===== src/rtl/sap1_controller.sv =====
// SAP-1 controller-sequencer: a one-hot T1..T6 ring plus the IR opcode decode into the control word.
// Optional SAP1_EARLY_END_EN: variable-length machine cycle that skips idle states back to T1.
module sap1_controller #(
    parameter logic [3:0] OP_LDA = 4'h0,
    parameter logic [3:0] OP_ADD = 4'h1,
    parameter logic [3:0] OP_SUB = 4'h2,
    parameter logic [3:0] OP_OUT = 4'hE,
    parameter logic [3:0] OP_HLT = 4'hF
) (
    input  logic       clk,
    input  logic       reset,
    input  logic [3:0] opcode,
    output logic       pc_incr,
    output logic       pc_enable,
    output logic       mar_load,
    output logic       ram_enable,
    output logic       ir_load,
    output logic       ir_enable,
    output logic       a_load,
    output logic       a_enable,
    output logic       b_load,
    output logic       alu_sub,
    output logic       alu_enable,
    output logic       out_load,
    output logic       halted,
    output logic [5:0] t_state
);

    typedef enum logic [5:0] {
        T1 = 6'b000001,
        T2 = 6'b000010,
        T3 = 6'b000100,
        T4 = 6'b001000,
        T5 = 6'b010000,
        T6 = 6'b100000
    } ring_t;

    ring_t state;

`ifdef SAP1_EARLY_END_EN
    logic op_known;
    assign op_known = (opcode == OP_LDA) || (opcode == OP_ADD) || (opcode == OP_SUB) ||
                      (opcode == OP_OUT) || (opcode == OP_HLT);
`endif

    // Ring advance; HLT freezes the ring in T4 until reset.
    always_ff @(posedge clk) begin
        if (reset) begin
            state  <= T1;
            halted <= 1'b0;
        end else if (!halted) begin
            case (state)
                T1: state <= T2;
                T2: state <= T3;
`ifdef SAP1_EARLY_END_EN
                T3: state <= op_known ? T4 : T1;
                T4: begin
                    if (opcode == OP_HLT)
                        halted <= 1'b1;
                    else if (opcode == OP_OUT)
                        state <= T1;
                    else
                        state <= T5;
                end
                T5: state <= (opcode == OP_LDA) ? T1 : T6;
`else
                T3: state <= T4;
                T4: begin
                    if (opcode == OP_HLT)
                        halted <= 1'b1;
                    else
                        state <= T5;
                end
                T5: state <= T6;
`endif
                T6: state <= T1;
                default: state <= T1;
            endcase
        end
    end

    assign t_state = state;

    always_comb begin
        pc_incr    = 1'b0;
        pc_enable  = 1'b0;
        mar_load   = 1'b0;
        ram_enable = 1'b0;
        ir_load    = 1'b0;
        ir_enable  = 1'b0;
        a_load     = 1'b0;
        a_enable   = 1'b0;
        b_load     = 1'b0;
        alu_sub    = 1'b0;
        alu_enable = 1'b0;
        out_load   = 1'b0;
        if (!halted) begin
            case (state)
                T1: begin
                    pc_enable = 1'b1;
                    mar_load  = 1'b1;
                end
                T2: pc_incr = 1'b1;
                T3: begin
                    ram_enable = 1'b1;
                    ir_load    = 1'b1;
                end
                T4: begin
                    if (opcode == OP_LDA || opcode == OP_ADD || opcode == OP_SUB) begin
                        ir_enable = 1'b1;
                        mar_load  = 1'b1;
                    end else if (opcode == OP_OUT) begin
                        a_enable = 1'b1;
                        out_load = 1'b1;
                    end
                end
                T5: begin
                    if (opcode == OP_LDA) begin
                        ram_enable = 1'b1;
                        a_load     = 1'b1;
                    end else if (opcode == OP_ADD || opcode == OP_SUB) begin
                        ram_enable = 1'b1;
                        b_load     = 1'b1;
                    end
                end
                T6: begin
                    if (opcode == OP_ADD || opcode == OP_SUB) begin
                        alu_enable = 1'b1;
                        a_load     = 1'b1;
                        alu_sub    = (opcode == OP_SUB);
                    end
                end
                default: ;
            endcase
        end
    end

endmodule


===== config.mk =====
export PLATFORM = sky130hd
export DESIGN_NAME = sap1_controller
export DESIGN_NICKNAME = d
export VERILOG_FILES = /design/src/rtl/sap1_controller.sv
export SDC_FILE = /design/constraint.sdc
export NUM_CORES = 1
export LEC_CHECK = 0
export CORE_MARGIN = 2
export CORE_UTILIZATION = 36
export DETAILED_ROUTE_END_ITERATION = 8
export GPL_ROUTABILITY_DRIVEN = 0
export PLACE_DENSITY = 0.74
export SYNTH_ARGS = -nofsm -noshare
export SYNTH_HDL_FRONTEND = slang
export SYNTH_SLANG_ARGS = --single-unit

===== constraint.sdc =====
create_clock -name clk -period 1.7 [get_ports clk]
set_clock_uncertainty 0.1 [all_clocks]
set_input_delay 0.425 -clock clk [delete_from_list [all_inputs] [get_ports clk]]
set_output_delay 0.425 -clock clk [all_outputs]
set_load 0.01 [all_outputs]

==> results of run 1 <==
==> cell usage in the layout (no fill, tap or decap), types with 3 or more instances in the layout <==
| cell | n |
|---|---|
| buf_4 | 36 |
| dlygate4sd2_1 | 10 |
| buf_6 | 9 |
| buf_2 | 7 |
| nor2_1 | 6 |
| nand2_1 | 5 |
| nor2_4 | 4 |
| dfxtp_4 | 4 |
| and4b_1 | 3 |
| a21oi_1 | 3 |
| clkbuf_4 | 3 |
| dfxtp_2 | 3 |
==> cell type report <==
type,count,area (µm²)
Inverter,2,7.51
Sequential cell,7,159
Fill cell,92,259
Clock buffer,4,26.3
Multi-Input combinational cell,54,464
Timing Repair Buffer,65,536
Tap cell,16,20.0
==> power by group through the flow <==
stage | sequential [µW] | combinational (µW) | clock, µW
final | 189 | 281 | 157
after global placement | 190 | 218 | 0
after CTS | 188 | 259 | 163
after floorplan | 192 | 93.3 | 0
after detailed placement | 191 | 224 | 0
after global routing | 189 | 298 | 170
==> worst paths after layout <==
path,startpoint,to,slack (ns)
setup reg to reg,t_state[5]$_SDFFE_PP0P_,t_state[3]$_SDFFE_PP0P_,0.13
hold / removal,t_state[3]$_SDFFE_PP0P_,t_state[3]$_SDFFE_PP0P_,0.46
setup / recovery,t_state[3]$_SDFFE_PP0P_,alu_enable,-0.35
hold reg to reg,t_state[3]$_SDFFE_PP0P_,t_state[3]$_SDFFE_PP0P_,0.46
==> stage by stage <==
stage	instance area [µm²]	util, %	TNS [ns]
6_report	1210	82.4	-3.00
5_1_grt	1210	82.4	-3.54
4_1_cts	1130	76.9	-2.63
3_5_place_dp	993	67.5	-9.40
3_3_place_gp	993	67.5	-8.73
2_1_floorplan	589	-	-0.154
==> logic make-up after synthesis <==
kind of cell	count (synthesis)	synth area share, %
AOI/OAI and AO/OA	12	14.5
xor gates and xnor gates	2	3.17
buffers and inverters	7	7.24
DFF	7	25.3
muxes	1	1.81
and+or+nand+nor	39	48.0
==> worst max-delay path: stages (launching register included) <==
cell,delay [ns]
dfxtp_4,0.36
nor3_4,0.24
nand3_2,0.11
buf_6,0.13
buf_4,0.12
buf_6,0.11
nor2_4,0.09
buf_6,0.10
==> metal layers <==
layer | routed length [µm] | vias up
met2 | 1280 | 37
met3 | 159 | 12
met4 | 102 | 0
met5 | 0 | -
li1 | - | 380
met1 | 986 | 385
==> sequential cells by signal, indices dropped and copies added, names as in the netlist <==
register / cells
t_state: 6
halted: 1
==> what timing repair did <==
item	4_1_cts	5_1_grt
gates cloned	0	0
endpoints found under the hold margin	0	0
gates resized for setup	86	5
setup endpoints to repair	19	12
pin swaps	17	10
setup buffers	12	7
==> results.ini, run 1 <==
[yosys]
netlist_instances=68
syn_area_per_cell_um2=8.13
syn-cell-area_um2=553
synth_warnings=0
synth_top_area_share_pct=25.3
synthArstFlopShare_pct=0
synth_commonest_cells=nor2_1, dfxtp_1, nand2_1
yosys.area.top_type=dfxtp_1
seq_area_frac_synth_pct=25.3
ys_types=32
synth_ff_type=dfxtp_1
synth_edf_count=0
ys_ff_latch=7
syn-num-nets=74
synth_area_leaders=dfxtp_1, and4b_1, nor3_2, nor2_1, nor2_4
synth_most_common_cell=nor2_1

[route]
wl_um=2530
drt_iter0_markers=12
drtAntennaViolNets=0
wl_per_cell_um=17.1
drt_pass1_iterations=4
vias=814
drc=0
viasPerCell=5.50

[layout]
fin_nets=139
diodes=0
fin_cells=148
area_growth_pct=119
drive_gt1_share_pct=62.9

[setup_path]
ff2ff_path_depth=7
critical_path_class=register to output port
start_kind=register
worstPathArrival_ns=1.52
crit_path_end_kind=output port
path_max_fanout=4
crit_required_ns=1.17

[placement]
dp_cells=125
port_buffers=24
dp_hpwl_um=1450
pre_cts_slack_ns=-0.989

[sta]
drv_slew=0
timing.final.crit_share_pct=121
slew_headroom_pct=78.9
fmaxAchievable_ghz=0.488
setup_ws_ns=-0.350
rsz0062_at_grt=true
setup_viol=12
fin_crit_ns=2.05
holdWs_ns=0.464
worst_pin_slew_ns=0.315
hold_viol=0

[grt]
grt_pass1_wl_um=3540
grt_pass1_vias=772
track_usage_pct=25.5
grt_max_degree=9
overflow=0
grtUsageMet1_pct=31.1
use_met3_pct=4.26
top_usage_layer=met2
antenna_found_initial=0
gr-usage-met2_pct=42.4

[pwr]
sw_frac_of_total_pct=33.9
pwr-share-seq_pct=30.1
ir_worst_vdd_uv=552
p_int_uw=414
leakagePower_uw=0.000584
netSwitchingPower_uw=212
p_total_uw=627
combPwrFrac_pct=44.8
clockPowerShare_pct=25.1
powerDensity_nw_per_um2=517

[floorplanning]
die_width_um=43.2
die_y_um=43.2
initial_core_util_pct=37.6
placementRows=14
ios=25
coreArea_um2=1470
die_area_um2=1870

[clock_tree]
ctsHtreeMaxLevel=1
cts_buffer_depth=2
cts_hold_buf=0
cts_tree=built
insertion_delay_ns=0.26
numCtsBuffers=3
cts_sinks=7
clk_pin_slew_ns=0.05
cts-root-buf=clkbuf_4

[run_status]
violations=negative setup slack
run_status=finished with violations

[run]
drv_cap=0

[worst_hold_path]
worstHoldPathCells=2
hp-class=register to register

(Power assumes the default switching activity.)
==> run 2: changes to the inputs <==
Settings changed: CTS_CLUSTER_SIZE set to 20, REMOVE_ABC_BUFFERS set to 1.
==> results.ini, run 2 (same netlist as run 1, synthesis figures left out) <==
[run_status]
run_status=finished with violations
violations=negative setup slack

[route]
viasPerCell=5.85  ; +6.4%
drc=0  ; unchanged
vias=843  ; +3.6%
drtAntennaViolNets=0  ; unchanged
wl_per_cell_um=18.5  ; +8.4%
drt_iter0_markers=27  ; +15
wl_um=2660  ; +5.5%
drt_pass1_iterations=4  ; unchanged

[sta]
fmaxAchievable_ghz=0.490  ; +0.46%
setup_ws_ns=-0.340  ; +0.00942 ns
slew_headroom_pct=79.1  ; +0.14 points
fin_crit_ns=2.04  ; -0.00942 ns
hold_viol=0  ; unchanged
rsz0062_at_grt=true
setup_tns_ns=-3.10  ; -0.105 ns
holdWs_ns=0.577  ; +0.113 ns
drv_slew=0  ; unchanged
worst_pin_slew_ns=0.313  ; -0.00216 ns
setup_viol=12  ; unchanged
timing.final.crit_share_pct=120  ; -0.55 points

[grt]
grt_max_degree=10  ; +1
grt_pass1_vias=787  ; +1.9%
grt_pass1_wl_um=3800  ; +7.2%
antenna_found_initial=0  ; unchanged
track_usage_pct=26.8  ; +1.3 points
overflow=0  ; unchanged

[setup_path]
crit_required_ns=1.17  ; about the same
worstPathArrival_ns=1.52  ; about the same
crit_path_end_kind=output port
critical_path_class=register to output port
start_kind=register
path_max_fanout=5  ; +1

[pwr]
p_total_uw=628  ; +0.19%
sw_frac_of_total_pct=34.6  ; +0.69 points
netSwitchingPower_uw=217  ; +2.2%
ir_worst_vdd_uv=387  ; -30%
combPwrFrac_pct=44.3  ; -0.5 points
pwr-share-seq_pct=30.1  ; about the same
clockPowerShare_pct=25.7  ; +0.6 points
p_int_uw=411  ; -0.86%
powerDensity_nw_per_um2=527  ; +1.9%
leakagePower_uw=0.000557  ; -4.7%

[layout]
area_growth_pct=116
diodes=0  ; unchanged
fin_cells=144  ; -2.7%
largest_reg_flops=6  ; unchanged
mostFrequentLayoutCells=buf_4, buf_6, buf_2
fin_nets=135  ; -2.9%
final_common_cell=buf_4
stdcell_area_um2=1190  ; -1.7%
n_fill_cell=88  ; -4.3%
drive_gt1_share_pct=63.3  ; +0.40 points

[clock_tree]
insertion_delay_ns=0.25  ; about the same
cts_buffer_depth=2  ; unchanged
clk_pin_slew_ns=0.06  ; about the same
ctsHtreeMaxLevel=1  ; unchanged
cts_tree=built
numCtsBuffers=3  ; unchanged
cts_hold_buf=0  ; unchanged
cts-root-buf=clkbuf_4
cts_sinks=7  ; unchanged

[floorplanning]
coreArea_um2=1470  ; unchanged
initial_core_util_pct=37.6  ; unchanged
die_area_um2=1870  ; unchanged
placementRows=14  ; unchanged
ios=25  ; unchanged
die_y_um=43.2  ; unchanged
die_width_um=43.2  ; unchanged

[run]
drv_cap=0  ; unchanged

[placement]
dp_cells=126  ; +0.80%
placedInstanceArea_um2=953  ; -4.0%
port_buffers=24  ; unchanged
dp_hpwl_um=1310  ; -9.9%

[worst_hold_path]
hp-class=register to register

## run 2: cell count changes in the layout (fill, tap and decap cells not counted), sizes merged
cell           delta
dlygate4sd2       -3
buf               -4
clkdlybuf4s15     +3
## run 2: worst paths after layout
path / cells after the start / slack (ns) / from / to
setup / recovery: 5 / -0.34 / t_state[1]$_SDFFE_PP0P_ / alu_sub
hold / removal: 3 / 0.58 / t_state[5]$_SDFFE_PP0P_ / t_state[0]$_SDFFE_PP1P_
hold reg to reg: 3 / 0.58 / t_state[5]$_SDFFE_PP0P_ / t_state[0]$_SDFFE_PP1P_
setup reg to reg: 6 / 0.16 / t_state[3]$_SDFFE_PP0P_ / t_state[1]$_SDFFE_PP0P_
## run 2: final cells by class
cell class / instances / area, µm² / area share [%]
sequential: 7 / 155 / 13.0
multi-input combinational: 54 / 485 / 40.7
clock buffer: 4 / 26.3 / 2.20
inverter: 2 / 7.51 / 0.630
tap: 16 / 20.0 / 1.68
timing repair buffer: 61 / 498 / 41.8
## run 2: critical path, cell delays in order (launching register included)
cell      delay [ns]
dfxtp_4         0.38
nor3_4          0.22
nand3_2         0.12
buf_6           0.14
nor4bb_4        0.24
buf_2           0.17
## run 2: repair_timing
item | 4_1_cts | 5_1_grt
resized for setup | 84 | 21
pin swaps | 16 | 7
setup buffers | 12 | 2
endpoints found under the setup margin | 19 | 14
## run 2: stage by stage
| stage | utilization, % | setup slack (ns) |
|---|---|---|
| 3_5_place_dp | 64.8 | -0.932 |
| 4_1_cts | 73.7 | -0.290 |
| 6_report | 81.0 | -0.340 |
| 2_1_floorplan | - | -0.161 |
| 5_1_grt | 81.0 | -0.438 |
| 3_3_place_gp | 64.8 | -0.877 |
## run 2: power by group through the flow
stage | Combinational, µW | Clock, µW | Sequential, µW
final | 278 | 161 | 189
after global routing | 296 | 173 | 191
after CTS | 236 | 162 | 189
after detailed placement | 211 | 0 | 191
after global placement | 208 | 0 | 190
after floorplan | 69.2 | 0 | 200
## run 2: metal layers
| layer | track usage, % | wire length, µm |
|---|---|---|
| met1 | 34.5 | 1020 |
| met2 | 44.2 | 1240 |
| met3 | 4.68 | 214 |
| met4 | 9.70 | 183 |
| met5 | 0 | 0 |
